[src/rtl/dmem_lsu_pkg.sv]
// dmem_lsu_pkg: shared funct3 codes, FSM states and memory geometry defaults
package dmem_lsu_pkg;
  localparam int MEM_WORDS = 1028;
  localparam int MEM_AW = 11;
  localparam logic [2:0] F3_B = 3'b000;
  localparam logic [2:0] F3_H = 3'b001;
  localparam logic [2:0] F3_W = 3'b010;
  localparam logic [2:0] F3_BU = 3'b100;
  localparam logic [2:0] F3_HU = 3'b101;
  typedef enum logic [1:0] {IDLE, EXEC, WRITE, RESP} state_t;
endpackage

[src/rtl/dmem_lsu_align.sv]
// dmem_lsu_align: little-endian lane extract/extend for loads and lane merge for sub-word stores
module dmem_lsu_align
  import dmem_lsu_pkg::*;
(
  input  logic [2:0]  funct3,
  input  logic [1:0]  off,
  input  logic [31:0] rdata,
  input  logic [31:0] wdata,
  output logic [31:0] ldata,
  output logic [31:0] mdata
);
  logic [7:0]  b;
  logic [15:0] h;
  logic [4:0]  sh;
  always_comb begin
    sh = {off, 3'b000};
    b = rdata[sh +: 8];
    h = off[1] ? rdata[31:16] : rdata[15:0];
    ldata = funct3 == F3_B  ? {{24{b[7]}}, b} :
            funct3 == F3_BU ? {24'b0, b} :
            funct3 == F3_H  ? {{16{h[15]}}, h} :
            funct3 == F3_HU ? {16'b0, h} : rdata;
    mdata = funct3 == F3_B ? (rdata & ~(32'hFF << sh)) | ({24'b0, wdata[7:0]} << sh) :
            funct3 == F3_H ? (off[1] ? {wdata[15:0], rdata[15:0]} : {rdata[31:16], wdata[15:0]}) :
            wdata;
  end
endmodule

[src/rtl/dmem_lsu.sv]
// dmem_lsu: one-at-a-time RV32I load/store sequencer with read-modify-write for sub-word stores
module dmem_lsu #(
  parameter int MEM_WORDS = dmem_lsu_pkg::MEM_WORDS,
  parameter int MEM_AW = dmem_lsu_pkg::MEM_AW
) (
  input  logic              i_clk,
  input  logic              i_rstn,
  input  logic              i_req_valid,
  output logic              o_req_ready,
  input  logic              i_req_we,
  input  logic [2:0]        i_req_funct3,
  input  logic [31:0]       i_req_addr,
  input  logic [31:0]       i_req_wdata,
  output logic              o_rsp_valid,
  output logic [31:0]       o_rsp_rdata,
  output logic              o_rsp_err,
  output logic              o_mem_write,
  output logic [MEM_AW-1:0] o_mem_addr,
  output logic [31:0]       o_mem_wdata,
  input  logic [31:0]       i_mem_rdata
);
  import dmem_lsu_pkg::*;
  state_t state, nxt;
  logic we_q;
  logic [2:0] f3_q;
  logic [MEM_AW+1:0] addr_q;
  logic [31:0] wdata_q, merged_q, ldata, mdata;
  logic acc, acc_err, sw;
  dmem_lsu_align u_align (
    .funct3(f3_q),
    .off(addr_q[1:0]),
    .rdata(i_mem_rdata),
    .wdata(wdata_q),
    .ldata(ldata),
    .mdata(mdata)
  );
  assign o_mem_addr = addr_q[MEM_AW+1:2];
  assign acc = i_req_valid && o_req_ready;
  assign sw = we_q && f3_q == F3_W;
  // Decode errors from the live request so a rejected access never leaves IDLE toward memory.
  always_comb begin
    acc_err = (i_req_we ? !(i_req_funct3 inside {F3_B, F3_H, F3_W})
                        : !(i_req_funct3 inside {F3_B, F3_H, F3_W, F3_BU, F3_HU}))
           || (i_req_funct3[1:0] == 2'b01 && i_req_addr[0])
           || (i_req_funct3 == F3_W && i_req_addr[1:0] != 2'b00)
           || i_req_addr >= 32'(4 * MEM_WORDS);
  end
  always_comb begin
    nxt = state;
    o_req_ready = 1'b0;
    o_rsp_valid = 1'b0;
    o_mem_write = 1'b0;
    o_mem_wdata = '0;
    case (state)
      IDLE: begin
        o_req_ready = 1'b1;
        if (i_req_valid) nxt = acc_err ? RESP : EXEC;
      end
      EXEC: begin
        o_mem_write = sw;
        o_mem_wdata = sw ? wdata_q : '0;
        nxt = we_q && !sw ? WRITE : RESP;
      end
      WRITE: begin
        o_mem_write = 1'b1;
        o_mem_wdata = merged_q;
        nxt = RESP;
      end
      default: begin
        o_rsp_valid = 1'b1;
        nxt = IDLE;
      end
    endcase
  end
  always_ff @(posedge i_clk or negedge i_rstn) begin
    if (!i_rstn) begin
      state <= IDLE;
      we_q <= 1'b0;
      f3_q <= '0;
      addr_q <= '0;
      wdata_q <= '0;
      merged_q <= '0;
      o_rsp_rdata <= '0;
      o_rsp_err <= 1'b0;
    end else begin
      state <= nxt;
      if (acc) begin
        we_q <= i_req_we;
        f3_q <= i_req_funct3;
        addr_q <= i_req_addr[MEM_AW+1:0];
        wdata_q <= i_req_wdata;
        o_rsp_rdata <= '0;
        o_rsp_err <= acc_err;
      end
      if (state == EXEC && !we_q) o_rsp_rdata <= ldata;
      if (state == EXEC) merged_q <= mdata;
    end
  end
endmodule

[config.mk]
export PLATFORM = sky130hd
export DESIGN_NAME = dmem_lsu
export DESIGN_NICKNAME = d
export VERILOG_FILES = /design/src/rtl/dmem_lsu_pkg.sv /design/src/rtl/dmem_lsu_align.sv /design/src/rtl/dmem_lsu.sv
export SDC_FILE = /design/constraint.sdc
export NUM_CORES = 1
export LEC_CHECK = 0
export CELL_PAD_IN_SITES_DETAIL_PLACEMENT = 1
export CELL_PAD_IN_SITES_GLOBAL_PLACEMENT = 1
export CORE_MARGIN = 2
export CORE_UTILIZATION = 38
export CTS_BUF_LIST = sky130_fd_sc_hd__clkbuf_4
export DETAILED_ROUTE_END_ITERATION = 16
export GPL_ROUTABILITY_DRIVEN = 0
export PLACE_DENSITY = 0.87
export SYNTH_ARGS = -nofsm -noshare
export SYNTH_HDL_FRONTEND = slang
export SYNTH_HIERARCHICAL = 1
export SYNTH_SLANG_ARGS = --single-unit
[constraint.sdc]
create_clock -name i_clk -period 2 [get_ports i_clk]
set_input_delay 0.2 -clock i_clk [delete_from_list [all_inputs] [get_ports i_clk]]
set_output_delay 0.2 -clock i_clk [all_outputs]
set_load 0.05 [all_outputs]
### Word-level counts from Yosys, hierarchy flattened

Cells that the tools add are included.

* register bits after elaboration: 116
* output and inout bits: 79
* input port bits: 103

* bitwise operators: 3
* eq/ne operators: 12
* $lt $le $gt $ge: 1
* multiplexer cells: 20
* reduce and logical (&&, ||, !) cells: 21
* shift operators: 3

Operators by type and width (number)
* $mux 32: 10
* $pmux 32 s2: 1
* $and 32x32->32: 1
* $ge 32x13->1 const B: 1
* $not 32->32: 1
* $or 32x32->32: 1
* $shiftx 32x6->8: 1
* $shl 8x5->32: 1
* $shl 8x5->32 const A: 1
* $mux 16: 1
* $eq 3x3->1 const B: 4
* $eq 3x1->1 const B: 2
* $eq 3x2->1 const B: 2
* $logic_and 1x1->1: 6
* $logic_not 3->1: 2
* $pmux 2 s3: 1
* $reduce_bool 5->1: 1
* $eq 2x1->1 const B: 2
* $logic_not 1->1: 4
* $mux 1: 4
* $mux 2: 2
* $reduce_bool 2->1: 2
* $logic_or 1x1->1: 3
* $reduce_bool 3->1: 1
* other kinds (5): 5

### Longest topological paths before layout

Gate-level depths: netlist of run 1.

* depth in word-level cells: 10
* depth in mapped cells: 8
* gate-level depth less buffers: 6

### Cells and area by module

Netlist of run 1, hierarchy kept.

Modules (own cells, without submodules)
* dmem_lsu: instances 1, cells each 370, sequential area each 2902.8 um2, area an instance 5009.8 um2
* dmem_lsu_align: instances 1, cells each 225, sequential area each 0.0 um2, area an instance 1471.4 um2

### Least setup slack after synthesis of run 1

No wires, ideal clock.

* kind: register to output
* from: reg state[1]
* to: out o_mem_wdata[13]
* arrival time: 1978 ps
* stages on the path, launching flop included: 9
* path slack: -178 ps
* path buffers: 2
* cells stage by stage: dfrtp_1 > inv_1 > ha_1 > buf_4 > nand2_2 > nor4_4 > buf_6 > a22oi_1 > nor2_1

* longest elaborated chain between the ends: 2

RTL lines
* from (decl): line dmem_lsu.sv:23 `state_t state, nxt;`
* from (signal assigned): line dmem_lsu.sv:86 `state <= nxt;`
* $eq 2x2->1 or $eq 2x1->1 (tied branches): line dmem_lsu.sv:54 `case (state)`
* $pmux 32 s2 *: line dmem_lsu.sv:54
* to (decl): line dmem_lsu.sv:19 `output logic [31:0] o_mem_wdata,`

Mark *: on every way between the ends. The rest lies on a longest branch, timed or not.

### Worst setup path in the final report of run 1

* from: reg state[1]
* to: out o_mem_wdata[20]

The elaborated chain is that of the path after synthesis.

==> results.txt, run 1 <==
The via count of the first global-routing pass came out at 6,779. The area of the core region is 16,600 sq um. In this run, the number of DRC markers left after iteration 0 of detailed routing was 623. For the worst setup path, the data arrival time is 2.31 ns. Across the routed clock network, the largest skew measured is 0.0210 ns.

The share of flip-flops with an asynchronous set or reset came out at 1.00. After global routing the overflow that remains totals 0. The via total after detailed routing came out at 6,294. The count of nets left with antenna violations after detail routing is 0. The area added between synthesis and finish came out at 49.3%.

The final antenna diode count came out at 0. The number of antenna violations at the first check in global routing came to 0. Among all flip-flop cells after synthesis, the most frequent one is sky130_fd_sc_hd__dfrtp_1.

The starting density of the core came out at 0.389. The number of port buffers is 181. Summing internal, switching and leakage power gives 18.7 mW. In this run the static leakage power is 4.28 nW. The setup TNS after final layout is -15.66 ns. The path class of the tightest hold or removal check is primary input to async pin. The overall die width is 135 um. The cell taking the most area after synthesis is sky130_fd_sc_hd__dfrtp_1. Synthesis handed over a netlist of 595 instances.

Counting flops with a built-in enable in the synthesized netlist gives 0. By area the synthesized netlist is led by sky130_fd_sc_hd__dfrtp_1 (45%), sky130_fd_sc_hd__mux2_2 (17%), sky130_fd_sc_hd__a22o_1 (4.3%). The ratio of routed vias to standard cells came out at 6.14.

The floorplan step defined a die boundary enclosing 18,100 sq um. The average wire length per cell after detail routing came out at 26.1 um. The largest fanout on the critical path is 5. The worst setup slack before clock tree synthesis is -0.0615 ns. For this design, the sink count on the clock tree is 116. The required time at the worst-slack endpoint is 1.80 ns. In the global route stage, overall resource usage came out at 0.295. Of the available clock period, the critical path in the final layout requires 1.26. The count of warnings emitted by yosys came out at 6. The clock buffer count from CTS is 17. TritonCTS built the clock tree.

The final wirelength came out at 26,800 um. The max capacitance violation total came out at 0. The nature of the critical path startpoint is a flop. The total of fill cells in the finished design is 1,698. The synthesized net count is 702. After clock tree synthesis, the clock-pin slew on the worst setup and hold paths is 0.11 ns. The number of nets in the layout is 901.

The library cell used most frequently in the layout, excluding fill and tap cells, is sky130_fd_sc_hd__clkdlybuf4s50_1. The highest attainable clock frequency is 398 MHz. The relative slew slack is 0.630.

The floorplan has 47 rows. In the layout the commonest cells are sky130_fd_sc_hd__clkdlybuf4s50_1 (116), sky130_fd_sc_hd__dfrtp_1 (113), sky130_fd_sc_hd__mux2_2 (97), sky130_fd_sc_hd__nand2_1 (50), sky130_fd_sc_hd__buf_4 (46). The first global-routing pass estimated 40,400 um of wire.

The checks that failed: setup timing. Once layout is done, the placed cells without fillers occupy 9680 sq um. The clock latency on the worst-skew pair came out at 0.56 ns. The flow ran to the end, but the final reports show violations. The signal on the critical path passes through inv_2, ha_4, nand2_4, nor4_4, buf_6, buf_6, buf_12, a22oi_2, nor2_2, buf_12. The half-perimeter wire length after placement is 18,200 um. The worst-case vdd ir drop came out at 963 uV. The average instance area after synthesis came out at 10.9 sq um. Setup repair after global routing could not meet its margin everywhere.

The cell area after placement came out at 9040 sq um. Of the synthesized area, sequential elements account for 0.448. The tree is rooted in a sky130_fd_sc_hd__clkbuf_4. The fraction of layout cells with a size suffix above 1 is 0.358. The count of distinct cell types in the synthesized netlist came out at 55. The setup slack of the critical path after layout came out at -0.513 ns. The number of buffers between clock root and the deepest sink came out at 2. For this run, design rule violations remaining after detail routing come to 0. The worst setup path is captured at an output pin. The slowest cell on the critical path is sky130_fd_sc_hd__dfrtp_1. The die height is 135 um.

The number of hold violations in the final report came out at 0. The cell area power density is 1930 nW/um^2. The maximum number of pins on one net before global-route repair is 61. In this run the number of H-tree levels came out at 4. Synthesis inferred 116 register bits. The share of the synthesized area in the top cell type came out at 0.448. The shortest period the worst path allows came out at 2.51 ns.

The startpoint-to-endpoint class of the critical path is flop to output pin. The number of iterations in the first detailed-routing pass came out at 5. The number of top-level design ports is 182.

The synthesized cell area is 6480 sq um. The count of final max-slew check failures was 0. For this run, the slowest stage of the critical path takes 0.42 ns. At the pin with the least slew margin, the transition time is 0.554 ns. The final setup violation count is 33.
-- routing by layer --
metal	vias up	routed length, um	GRT usage
met2	405	13300	0.495
li1	2634	-	-
met4	0	1390	0.155
met1	3142	9710	0.346
met5	-	0	0
met3	113	2340	0.0807
-- layout make-up --
class,count,area (sq um),share of cell area
clock buffers,21,158,0.0163
flip-flops and latches,116,2910,0.300
repair buffers,241,2830,0.293
inverters,7,26.3,0.00272
multi-input cells,411,3370,0.348
clock inverters,9,113,0.0116
well taps,220,275,0.0284
-- cell families after synthesis --
group / Yosys count / synth area share
simple gates: 153 / 0.115
flops: 116 / 0.448
buf+inv: 68 / 0.0643
mux: 102 / 0.178
compound gates: 152 / 0.187
fa+ha+maj: 4 / 0.00772
-- sequential cells by signal, summed over array words and instances, names as in the netlist --
register     cells
addr_q          13
f3_q             3
merged_q        32
o_rsp_err        1
o_rsp_rdata     32
state            2
wdata_q         32
we_q             1
-- timing repair --
| item | in CTS | in global routing |
|---|---|---|
| pin swaps | 3 | 10 |
| endpoints found under the hold margin | 34 | 0 |
| gates cloned | 4 | 0 |
| setup endpoints to repair | 40 | 72 |
| gates resized for setup | 26 | 41 |
| buffers inserted | 8 | 1 |
| hold buffers | 1 | 0 |
-- Yosys cell counts, drive strengths merged (5+ instances only) --
cell	instances
a31oi	9
and3	8
nand2	53
dfrtp	116
mux2	97
nor4	8
a2bb2oi	8
a22o	32
o21ai	14
o211ai	6
a22oi	36
buf	46
nor2	46
nor2b	6
nand3	13
a21oi	10
o221ai	7
clkbuf	15
a221o	11
inv	5
-- final timing paths --
| check | end | start | cells after the start | slack (ns) |
|---|---|---|---|---|
| hold reg to reg | o_rsp_rdata[24] | o_rsp_rdata[24] | 1 | 0.51 |
| setup reg to reg | merged_q[23] | addr_q[1] | 6 | 0.01 |
| max in group asynchronous | wdata_q[0] | i_rstn | 3 | 1.12 |
| setup / recovery | o_mem_wdata[20] | state[1] | 10 | -0.51 |
| min in group i_clk | wdata_q[23] | i_req_wdata[23] | 2 | 0.25 |
| hold / removal | addr_q[8] | i_rstn | 2 | 0.15 |
-- metrics by stage --
stage | hold WS, ns | util | instances
2_1_floorplan | -0.0956 | - | 595
3_3_place_gp | 0.196 | 0.543 | 982
3_5_place_dp | 0.215 | 0.543 | 982
4_1_cts | 0.136 | 0.574 | 1025
5_1_grt | 0.157 | 0.581 | 1025
6_report | 0.147 | 0.581 | 1025
-- worst max-delay path, delay by kind of cell, from the launching register on --
kind	cells	cell delay, ns
AO/OA/AOI/OAI	1	0.06
buffers and inverters	5	0.70
AND/OR/NAND/NOR	3	0.43
adder cells (fa/ha/maj)	1	0.15
flip-flops	1	0.42
-- report_power, final --
group	switching [mW]	total (mW)	internal [mW]
sequential	1.26	4.80	3.54
combinational	7.00	12.1	5.11
clock	0.906	1.79	0.885
total	9.16	18.7	9.53
(Power assumes the default switching activity.)
==> run 2, diff against run 1 <==
SETUP_SLACK_MARGIN = 0.05   (was not set)
==> results.txt, run 2 (synthesized netlist as in run 1, its figures left out) <==
The origin of the critical flop-to-flop path is f3_q[1]. The area of the core region is 16,600 sq um (unchanged). The via count of the first global-routing pass came out at 7,160 (+5.6%). The post-CTS clock slew at the launch and capture registers of the worst setup and hold paths is 0.12 ns (about the same). On the critical path the largest part of the delay comes from buffers and inverters. The half-perimeter wire length after placement is 18,200 um (+0.32%).

The fraction of layout cells with a size suffix above 1 is 0.381 (+0.0232). The count of final max-slew check failures was 0 (unchanged). Traced cell by cell, the critical path runs through inv_2, ha_4, nand2_4, nor4_4, buf_6, buf_12, buf_16, a22oi_2, nor2_4, buf_12.

The average wire length per cell after detail routing came to 27.3 um (+4.5%). The switching power as a share of total power is 0.498 (+0.00778). The number of top-level design ports came to 182 (unchanged).

The maximum number of pins on one net before global-route repair came out at 117 (+92%). The largest fanout on the critical path came out at 8 (+3). The internal cell power came out at 9.91 mW (+3.9%).

The worst setup path is captured at an output pin. The number of cells on the critical path came out at 10 (unchanged). The maximum level of the CTS H-tree came out at 4 (unchanged).

In the layout the commonest cells are sky130_fd_sc_hd__dfrtp_1 (110), sky130_fd_sc_hd__clkdlybuf4s50_1 (101), sky130_fd_sc_hd__mux2_2 (97), sky130_fd_sc_hd__nand2_1 (50), sky130_fd_sc_hd__buf_4 (47). The combinational cell fraction of total power is 0.653 (+0.006). The number of standard-cell rows in the floorplan came out at 47 (unchanged). The path category of the worst min-delay check is primary input to async pin.

The highest attainable clock frequency came out at 403 MHz (+1.2%). The relative slew slack is 0.557 (-0.0724). The area growth from synthesis to layout is 52.3%. The overall die width is 135 um (unchanged). Setup repair after global routing could not meet its margin everywhere. The clock latency on the worst-skew pair is 0.59 ns (+0.03 ns).

The startpoint-to-endpoint class of the critical path is flop to output pin. The delay of the slowest critical-path stage is 0.42 ns (about the same). The clock share of power came to 0.099 (+0.003). The part of the power in registers came out at 0.248 (-0.009). The worst setup skew after layout is 0.0207 ns (-0.000294 ns). The count of nets left with antenna violations after detail routing was 0 (unchanged). The total DRC errors in the routed layout came to 0 (unchanged). The arrival time of the worst setup path came out at 2.28 ns (-0.03 ns). The post-route total power was 19.7 mW (+5.6%). The final wirelength was 28,100 um (+5.1%). Clock tree synthesis selected as its root buffer the cell sky130_fd_sc_hd__clkbuf_4.

The cell depth of the worst flop-to-flop path was 6 (unchanged). The number of port buffers is 181 (unchanged). The number of buffers between clock root and the deepest sink is 2 (unchanged).

The final antenna diode count came out at 0 (unchanged). The shortest period the worst path allows came out at 2.48 ns (-0.0298 ns). The most critical setup path has its startpoint at state[1]. The non-filler instance count after layout came out at 1,031 (+0.59%). The die height is 135 um (unchanged).

The number of hold violations in the final report came out at 0 (unchanged). The clock buffer count from CTS is 17 (unchanged). The instance count after placement with tap cells included came out at 983 (+0.10%). The via total after detailed routing is 6,421 (+2.0%). The most used cell along the critical path is sky130_fd_sc_hd__buf_12. The run finished, with violations left. TritonCTS built the clock tree. The starting density of the core came out at 0.389 (unchanged). The combined buffer and inverter count along the critical path came out at 5 (unchanged).

The setup slack of the critical path after layout came to -0.484 ns (+0.0298 ns). The part of the cycle the worst path needs came out at 1.24 (-0.0149). The ratio of routed vias to standard cells was 6.23 (+1.4%).

The standby leakage power came out at 4.16 nW (-2.7%). The number of nets in the layout came out at 906 (+0.55%). The worst-case vdd ir drop came out at 978 uV (+1.6%). The slew at the pin closest to its max-slew limit is 0.664 ns (+0.110 ns). The checks that failed: setup timing. The final setup violation count was 33 (unchanged). The global-route wire length before repair is 42,800 um (+6.0%). The total global-route track usage came out at 0.315 (+0.0195). The reported net switching power came to 9.82 mW (+7.2%).

The library cell used most frequently in the layout, excluding fill and tap cells, is sky130_fd_sc_hd__dfrtp_1. The number of sinks on the clock net came out at 116 (unchanged). The slowest cell on the critical path is sky130_fd_sc_hd__dfrtp_1.

The max capacitance violation total is 0 (unchanged). The aggregate global routing overflow is 0 (unchanged). The minimum hold slack came to 0.214 ns (+0.0665 ns). The cell area power density is 2000 nW/um^2 (+3.4%).

The violation count after the first detailed-route iteration was 635 (+1.9%). The number of iterations in the first detailed-routing pass is 6 (+1). The nature of the critical path startpoint is a flop. The floorplan die area is 18,100 sq um (unchanged).

The number of antenna violations at the first check in global routing is 1 (+1). The required time at the worst-slack endpoint came out at 1.80 ns (about the same). The largest registers in the layout are merged_q (32), o_rsp_rdata (32), wdata_q (32).
## run 2: cell types whose count changed in the layout (fill, tap and decap cells not counted), sizes merged
cell and delta:
dlygate4sd2 +37, dlymetal6s2s -22, clkdlybuf4s50 -15, buf +4, clkbuf -2, clkinv +2
bufinv +1, inv +1
## run 2: repair_timing
action / in CTS / in global routing
buffers inserted: 7 / 5
setup endpoints to repair: 105 / 54
pin swaps: 7 / 10
resized for setup: 83 / 19
hold endpoints to repair: 116 / 0
hold buffers: 1 / 0
cloned: 5 / 1
## run 2: worst register-to-register path, delay by kind of cell (launching register included)
| family | cells | cell delay, ns |
|---|---|---|
| AND/OR/NAND/NOR | 2 | 0.74 |
| flip-flops | 1 | 0.43 |
| buffers and inverters | 2 | 0.43 |
| AO/OA/AOI/OAI | 2 | 0.35 |
## run 2: path summary, 6_finish.rpt
check | endpoint | slack, ns
min in group i_clk | wdata_q[8] | 0.23
min reg2reg | o_rsp_rdata[25] | 0.51
min | merged_q[30] | 0.21
max | o_mem_wdata[12] | -0.48
max in group asynchronous | o_rsp_rdata[21] | 1.26
max reg2reg | o_rsp_rdata[10] | 0.01
## run 2: layout make-up
type / instances / area (sq um)
Clock buffer: 18 / 135
Timing Repair Buffer: 246 / 2820
Inverter: 7 / 32.5
Fill cell: 1716 / 6770
Multi-Input combinational cell: 411 / 3530
Sequential cell: 116 / 2910
Clock inverter: 13 / 165
Tap cell: 220 / 275
## run 2: power groups by stage
stage / Sequential (mW) / Clock, mW / Combinational, mW
global route: 5.00 / 2.07 / 13.4
CTS: 4.75 / 1.92 / 12.3
floorplan: 5.30 / 0 / 6.83
detailed placement: 4.75 / 0 / 11.8
finish: 4.90 / 1.94 / 12.9
global placement: 4.64 / 0 / 11.3
## run 2: metrics by stage
stage / cell area [sq um] / util / setup TNS [ns] / setup slack, ns
2_1_floorplan: 6660 / - / -0.0795 / -0.0795
3_3_place_gp: 9160 / 0.550 / 0 / 0.0568
3_5_place_dp: 9160 / 0.550 / -0.0999 / -0.0999
4_1_cts: 9760 / 0.587 / -12.63 / -0.460
5_1_grt: 9870 / 0.593 / -17.22 / -0.564
6_report: 9870 / 0.593 / -13.64 / -0.484
## run 2: per-layer routing
metal / track usage / part of all wire
met1: 0.365 / 0.37
met2: 0.517 / 0.48
met3: 0.0991 / 0.090
met4: 0.177 / 0.064
met5: 0 / 0.00068
